<file path="config.mk">
export PLATFORM = sky130hd
export DESIGN_NAME = uart_cmd_decoder
export DESIGN_NICKNAME = d
export VERILOG_FILES = /design/src/rtl/conway_pkg.sv /design/src/rtl/uart_cmd_decoder.sv
export SDC_FILE = /design/constraint.sdc
export NUM_CORES = 1
export LEC_CHECK = 0
export ABC_CLOCK_PERIOD_IN_PS = 2500
export CORE_MARGIN = 2
export CORE_UTILIZATION = 35
export DETAILED_ROUTE_END_ITERATION = 16
export SLEW_MARGIN = 30
export SYNTH_ARGS = -nofsm -noshare
export SYNTH_HDL_FRONTEND = slang
export SYNTH_SLANG_ARGS = --single-unit
</file>
<file path="constraint.sdc">
create_clock -name clk -period 2.5 [get_ports clk]
set_input_delay 0.25 -clock clk [delete_from_list [all_inputs] [get_ports clk]]
set_output_delay 0.25 -clock clk [all_outputs]
set_load 0.005 [all_outputs]
</file>
<file path="src/rtl/conway_pkg.sv">
// Shared definitions for the Conway board: default geometry, command opcodes,
// UART key codes and the command-decoder state type.
package conway_pkg;

    localparam int DEF_LOG_WIDTH  = 3;
    localparam int DEF_LOG_HEIGHT = 3;

    localparam logic [2:0] OP_NONE        = 3'd0;
    localparam logic [2:0] OP_RANDOMIZE   = 3'd1;
    localparam logic [2:0] OP_STEP        = 3'd2;
    localparam logic [2:0] OP_RUN_TOGGLE  = 3'd3;
    localparam logic [2:0] OP_TOGGLE_CELL = 3'd4;
    localparam logic [2:0] OP_CLEAR       = 3'd5;
    localparam logic [2:0] OP_CURSOR      = 3'd6;

    localparam logic [7:0] KEY_RANDOMIZE  = 8'h30;
    localparam logic [7:0] KEY_STEP       = 8'h31;
    localparam logic [7:0] KEY_RUN        = 8'h20;
    localparam logic [7:0] KEY_TOGGLE_LO  = 8'h78;
    localparam logic [7:0] KEY_TOGGLE_UP  = 8'h58;
    localparam logic [7:0] KEY_CLEAR      = 8'h63;
    localparam logic [7:0] KEY_ESC        = 8'h1B;
    localparam logic [7:0] KEY_CSI        = 8'h5B;
    localparam logic [7:0] KEY_UP         = 8'h41;
    localparam logic [7:0] KEY_DOWN       = 8'h42;
    localparam logic [7:0] KEY_RIGHT      = 8'h43;
    localparam logic [7:0] KEY_LEFT       = 8'h44;

    typedef enum logic [1:0] {
        IDLE,
        ESC,
        CSI,
        HOLD
    } dec_state_t;

    // Single-byte commands; OP_NONE means the byte is not a plain command key.
    function automatic logic [2:0] key_to_op(input logic [7:0] key);
        case (key)
            KEY_RANDOMIZE:                key_to_op = OP_RANDOMIZE;
            KEY_STEP:                     key_to_op = OP_STEP;
            KEY_RUN:                      key_to_op = OP_RUN_TOGGLE;
            KEY_TOGGLE_LO, KEY_TOGGLE_UP: key_to_op = OP_TOGGLE_CELL;
            KEY_CLEAR:                    key_to_op = OP_CLEAR;
            default:                      key_to_op = OP_NONE;
        endcase
    endfunction

    function automatic logic [7:0] sat_inc8(input logic [7:0] value);
        sat_inc8 = (value == 8'hFF) ? value : value + 8'd1;
    endfunction

endpackage

</file>
<file path="src/rtl/uart_cmd_decoder.sv">
// Turns UART key bytes (plain keys and ESC [ arrow sequences) into single
// board commands, keeping the cursor position and a count of discarded bytes.
module uart_cmd_decoder
    import conway_pkg::*;
#(
    parameter int LOG_WIDTH   = DEF_LOG_WIDTH,
    parameter int LOG_HEIGHT  = DEF_LOG_HEIGHT,
    parameter int ESC_TIMEOUT = 24000
) (
    input  logic                            clk,
    input  logic                            reset,
    input  logic [7:0]                      rx_data,
    input  logic                            rx_valid,
    output logic                            rx_ready,
    output logic                            cmd_valid,
    output logic [2:0]                      cmd_op,
    output logic [LOG_WIDTH+LOG_HEIGHT-1:0] cmd_cell,
    input  logic                            cmd_ready,
    output logic [LOG_WIDTH-1:0]            cursor_x,
    output logic [LOG_HEIGHT-1:0]           cursor_y,
    output logic [7:0]                      unknown_count
);

    localparam int              TW         = $clog2(ESC_TIMEOUT + 1);
    localparam logic [TW-1:0]   TIMER_LAST = TW'(ESC_TIMEOUT - 1);

    // Handshakes: a byte moves when rx_valid && rx_ready, a command moves when
    // cmd_valid && cmd_ready, both on the rising clk edge; neither side may
    // make its valid depend combinationally on the other side's ready.
    dec_state_t             state;
    logic [TW-1:0]          esc_timer;
    logic                   accept;
    logic [2:0]             single_op;
    logic                   arrow_hit;
    logic [LOG_WIDTH-1:0]   next_x;
    logic [LOG_HEIGHT-1:0]  next_y;

    assign rx_ready  = (state != HOLD);
    assign accept    = rx_valid && rx_ready;
    assign single_op = key_to_op(rx_data);

    // Wrapping falls out of the natural modulo of the cursor register widths.
    always_comb begin
        arrow_hit = 1'b1;
        next_x    = cursor_x;
        next_y    = cursor_y;
        case (rx_data)
            KEY_UP:    next_y = cursor_y - LOG_HEIGHT'(1);
            KEY_DOWN:  next_y = cursor_y + LOG_HEIGHT'(1);
            KEY_RIGHT: next_x = cursor_x + LOG_WIDTH'(1);
            KEY_LEFT:  next_x = cursor_x - LOG_WIDTH'(1);
            default:   arrow_hit = 1'b0;
        endcase
    end

    always_ff @(posedge clk) begin
        if (reset) begin
            state         <= IDLE;
            cmd_valid     <= 1'b0;
            cmd_op        <= OP_NONE;
            cmd_cell      <= '0;
            cursor_x      <= '0;
            cursor_y      <= '0;
            unknown_count <= '0;
            esc_timer     <= '0;
        end else begin
            case (state)
                IDLE: begin
                    esc_timer <= '0;
                    if (accept) begin
                        if (single_op != OP_NONE) begin
                            cmd_valid <= 1'b1;
                            cmd_op    <= single_op;
                            cmd_cell  <= {cursor_y, cursor_x};
                            state     <= HOLD;
                        end else if (rx_data == KEY_ESC) begin
                            state <= ESC;
                        end else begin
                            unknown_count <= sat_inc8(unknown_count);
                        end
                    end
                end
                ESC, CSI: begin
                    // An accepted byte wins over a timer expiring in the same cycle.
                    if (accept) begin
                        esc_timer <= '0;
                        if (state == ESC) begin
                            if (rx_data == KEY_CSI) begin
                                state <= CSI;
                            end else if (rx_data != KEY_ESC) begin
                                unknown_count <= sat_inc8(unknown_count);
                                state         <= IDLE;
                            end
                        end else if (arrow_hit) begin
                            cursor_x  <= next_x;
                            cursor_y  <= next_y;
                            cmd_valid <= 1'b1;
                            cmd_op    <= OP_CURSOR;
                            cmd_cell  <= {next_y, next_x};
                            state     <= HOLD;
                        end else begin
                            unknown_count <= sat_inc8(unknown_count);
                            state         <= IDLE;
                        end
                    end else if (esc_timer == TIMER_LAST) begin
                        esc_timer <= '0;
                        state     <= IDLE;
                    end else begin
                        esc_timer <= esc_timer + TW'(1);
                    end
                end
                HOLD: begin
                    esc_timer <= '0;
                    if (cmd_ready) begin
                        cmd_valid <= 1'b0;
                        state     <= IDLE;
                    end
                end
                default: state <= IDLE;
            endcase
        end
    end

endmodule

</file>
-- After elaboration in Yosys (flattened, before gate mapping)
Index checks and enable logic that the tools add are counted.
- register bits: 41
- input port bits: 12
- output and inout bits: 25
- logic and storage cells: 108
- add/sub/neg operators: 6
- equal/unequal tests: 33
- mux-type cells: 47
- bitwise gates (word level): 1
- reductions and logical operators: 13
- operators by type and width (cell ; number):
    two-way mux 8 bit ; 9
    == test 8 x 7 -> 1 bit, second input constant ; 8
    two-way mux 15 bit ; 2
    two-way mux 6 bit ; 5
    one-hot mux 15 bit (2 select lines) ; 1
    == test 8 x 6 -> 1 bit, second input constant ; 3
    two-way mux 2 bit ; 10
    inequality test 2 bit, second input constant ; 9
    one-hot mux 3 bit (2 select lines) ; 3
    one-hot mux 8 bit (2 select lines) ; 1
    adder 15 x 1 -> 15 bit, second input constant ; 1
    == test 15 bit, second input constant ; 1
    two-way mux 3 bit ; 5
    inequality test 3 bit, second input constant ; 5
    one-hot mux 3 bit (5 select lines) ; 1
    one-hot mux 6 bit (2 select lines) ; 1
    AND reduction 6 bit ; 2
    adder 8 x 1 -> 8 bit, second input constant ; 1
    == test 8 x 5 -> 1 bit, second input constant ; 1
    == test 8 bit, second input constant ; 1
    inequality test 8 x 5 -> 1 bit, second input constant ; 1
    AND reduction 8 bit ; 1
    two-way mux 1 bit ; 7
    adder 3 x 1 -> 3 bit, second input constant ; 2
    15 further kinds ; 19

-- Logic depth before layout (Yosys ltp)
- depth in word-level cells: 7
- mapped depth: 9
- gate-level depth less buffers: 8

-- Worst setup path after synthesis
OpenSTA, ideal clock, no wires.
- path type: in2reg
- from: input port rx_data[5]
- to: register cmd_cell[2]
- library setup time: 0.086 ns
- arrival time: 2.281 ns
- data required time: 2.414 ns
- slack: 0.133 ns
- stages: 8
- path buffers: 1
- path through: or4b_1 buf_2 or3_1 fa_1 mux2i_1 nand3_1 xor2_1 a211oi_1
- cells in the longest elaborated chain, start to end: 6
- elaborated cells on any way between the ends: 23
- classes of those cells: 12 x eq/ne; 7 x mux; 4 x reduce/logical
- ends and longest elaborated chain (item ; line ; text):
    start: declaration ; uart_cmd_decoder.sv:12 ; input logic [7:0] rx_data,
    == test 8 x 7 -> 1 bit, on equally long branches ; conway_pkg.sv:38, uart_cmd_decoder.sv:47 ;
    OR reduction 2 bit or one-hot mux 3 bit (2 select lines) (tied branches) ; conway_pkg.sv:38, uart_cmd_decoder.sv:47 ;
    one-hot mux 3 bit (5 select lines) or two-way mux 6 bit (tied branches) ; conway_pkg.sv:38, uart_cmd_decoder.sv:94 ;
    nonzero test 3 bit or two-way mux 6 bit (tied branches) ; uart_cmd_decoder.sv:71, uart_cmd_decoder.sv:87 ;
    inequality test 2 bit (no line) or two-way mux 6 bit (tied branches) ; n/a ;
    AND reduction 6 bit (no line) or one-hot mux 6 bit (2 select lines) (tied branches) ; n/a ;
    end signal: assignment ; uart_cmd_decoder.sv:74 ; cmd_cell <= {cursor_y, cursor_x};
    end signal: assignment ; uart_cmd_decoder.sv:99 ; cmd_cell <= {next_y, next_x};
    end: declaration ; uart_cmd_decoder.sv:17 ; output logic [LOG_WIDTH+LOG_HEIGHT-1:0] cmd_cell,
Parallel ways exist; a longest one is shown, timed or not. The select of a mux whose other input is x is not followed.
A chain may end at the register's enable or synchronous reset.

-- Worst setup path after layout
Same ends and word-level chain as after synthesis.

==> impl_results.md <==
* Die X at roughly 84 µm
* TritonRoute pass-1 iters at 4
* Synth top area share at 36.3%
* Placed wire-length estimate at 3760 µm
* Post-synth ARST share at 0%
* GPL Wtd Cong at slightly above 0.8
* I/O pins at 37
* GRT overflow at 0
* Fin crit share at 96.2%
* Synthesis-stage register bit count at 41
* Clock skew at about 0.0019 ns
* Final-report hold violation count at 0
* Worst-skew pair later-pin latency at a little under 0.3 ns
* Syn Inst Count at around 260
* N_diodes at 0
* Post-Syn Nets at about 280
* Critical-path top delay cell: or4b_4
* Max Cap Violations at 0
* Crit path max-delay family: simple AND/OR/NAND/NOR gates
* Initial antenna violation count at 0
* Peak supply drop at ~0.27 mV
* Via count at 2013
* Die Y at ~84 µm
* Worst hold path type: reg2reg
* Vias in the first global route at around 1.9k
* Static leakage at approximately 1.0 nW
* First-pass GRT wire length at 8730 µm
* Area after DPL at 2900 µm²
* Post-route ant nets at 0
* Root Buffer: clkbuf_8
* CTS tree: built
* Slowest stage delay, CP at roughly 0.54 ns
* Worst path required time at 2.71 ns
* Worst setup EP type: flop
* Worst EP arrival at 2.61 ns
* Ranking of synthesized cells by area: dfxtp_1 36%, nor2_1 6.1%, xor2_1 5.4%
* Status: completed
* Fin. max-slew vios at 0
* Mapped cell area at about 2300 µm²
* Worst-path maximum fanout at 2
* CTS buffer count at 5
* Post-Syn Area per Cell at ~8.6 µm²
* Port bufs at 36
* Worst path bufs/invs at 1
* Total stage count of the critical path at 8
* Setup TNS at 0 ns
* Most frequent cells after synthesis: 41 x dfxtp_1, 37 x nor2_1, 18 x nand2_1, 14 x xor2_1
* DIE AREA at between 7000 and 8000 µm²
* Leading area contributor after synthesis: dfxtp_1
* Max_slew headroom at between 70 and 80%
* Sequential fraction of the synthesis area at between 30% and 40%
* Post CTS Setup Buffer Count at 0
* Initial Util at a little over a third
* Rows at 29
* Area growth syn-to-layout at 33.6%
* Global Route Usage Sum at between 10% and 20%
* Final wirelength at about 4900 µm
* FMAX at about 0.42 GHz
* H-tree levels at 2
* Clock buffer depth at 2
* R2R cell count at 9
* Post-synth EDFFs at 0
* Met1 wire length at roughly 2400 µm
* Setup CP Type: in2reg
* Largest net degree at the start of global routing at 28
* Uppermost layer routed: met4
* Startpoint Class: input pin
* CP Cell Sequence: clkdlybuf4s50_1 -> or4b_4 -> or3_1 -> fa_1 -> mux2i_1 -> nand3_1 -> xor2_1 -> a211oi_1
* Primary FF master, synth: dfxtp_1
* Drt first-iter violations at 41
* Final instance area at slightly above 3000 µm²
* CTS Sinks at 41
* Worst-path clk slew at around 0.08 ns
* Synth cell types at 55
* Vias/cell at 5.00
* FILL cells at roughly 640
* Ys Warns at 0
* Top-count cell post-synth: dfxtp_1
* Hold Crit Depth at 1
* Length of routed met2 wiring at between 2000 and 2500 µm
* PwrDens at around 430 nW/µm²
* Final Critical Period at approximately 2.4 ns
* Post-route DRC at 0
* Layout cells sized above 1 at around 17%
* Core region area at between 6000 and 7000 µm²
* Avg WL per Cell at between 10 and 15 µm
* Met3 routed WL at 121 µm
* Worst slew pin tran at between 0.4 and 0.5 ns
* Final setup viols at 0
* Total Nets Final at ~340
[sequential cells by signal, indices dropped and copies added (netlist names)]
register / count
unknown_count: 8
cmd_valid: 1
state: 2
esc_timer: 15
cmd_op: 3
cursor_x: 3
cmd_cell: 6
cursor_y: 3
[cell usage in the layout (no fill, tap or decap), drive strengths merged, types with 10 or more instances in the layout]
cell / n
dfxtp: 41
nor2: 37
clkdlybuf4s50: 36
buf: 30
nand2: 18
xor2: 14
a21oi: 13
nand3: 12
a211oi: 12
inv: 10
[where the power goes]
group	internal (mW)	total, mW	leakage [nW]	switching (mW)
sequential	0.661	0.669	0.331	0.00758
clock	0.250	0.473	0.0542	0.223
combinational	0.0790	0.148	0.642	0.0686
total	0.990	1.29	1.03	0.300
[logic make-up (layout without fill, tap and decap cells)]
logic type,count (synthesis),count (layout),synth area share [%]
AO/OA/AOI/OAI,48,48,15.6
buffers and inverters,22,84,4.20
XOR/XNOR,22,22,8.51
adder cells (fa/ha/maj),7,7,4.53
AND/OR/NAND/NOR,118,118,28.2
flip-flops,41,41,36.3
multiplexers,6,6,2.71
[routing by layer]
| metal | vias up | track usage (%) |
|---|---|---|
| met5 | - | 0 |
| met4 | 0 | 5.19 |
| met3 | 6 | 2.65 |
| met2 | 31 | 23.3 |
| met1 | 923 | 20.5 |
| li1 | 1053 | - |
[path summary, 6_finish.rpt]
check	from	to	slack (ns)
worst max-delay path	rx_data[5]	cmd_cell[2]	0.1
worst min-delay path	esc_timer[0]	esc_timer[0]	0.47
worst max register to register	state[0]	unknown_count[5]	0.19
worst min register to register	esc_timer[0]	esc_timer[0]	0.47
[metrics by stage]
step / hold slack [ns] / utilization [%] / worst slack (ns) / power [mW] / instances
after floorplan: 0.430 / - / 0.133 / 0.755 / 264
after global placement: 0.449 / 45.9 / -0.215 / 0.828 / 395
after detailed placement: 0.456 / 45.9 / -0.236 / 0.830 / 395
after CTS: 0.475 / 47.5 / 0.0703 / 1.31 / 403
after global routing: 0.520 / 47.9 / -0.00892 / 1.36 / 403
final: 0.472 / 47.9 / 0.0962 / 1.29 / 403
[final cells by class]
class | instances | area (µm²) | area share [%]
Multi-Input combinational cell | 201 | 1370 | 45.3
Sequential cell | 41 | 821 | 27.1
Timing Repair Buffer | 66 | 598 | 19.8
Clock buffer | 7 | 96.3 | 3.19
Tap cell | 77 | 96.3 | 3.19
Inverter | 10 | 37.5 | 1.24
Clock inverter | 1 | 5.00 | 0.165
[what timing repair did]
action,4_1_cts,5_1_grt
endpoints found under the hold margin,0,0
hold buffers,0,0
setup endpoints to repair,0,9
resized for setup,0,7
No activity file was read; power rests on OpenSTA's default activity.
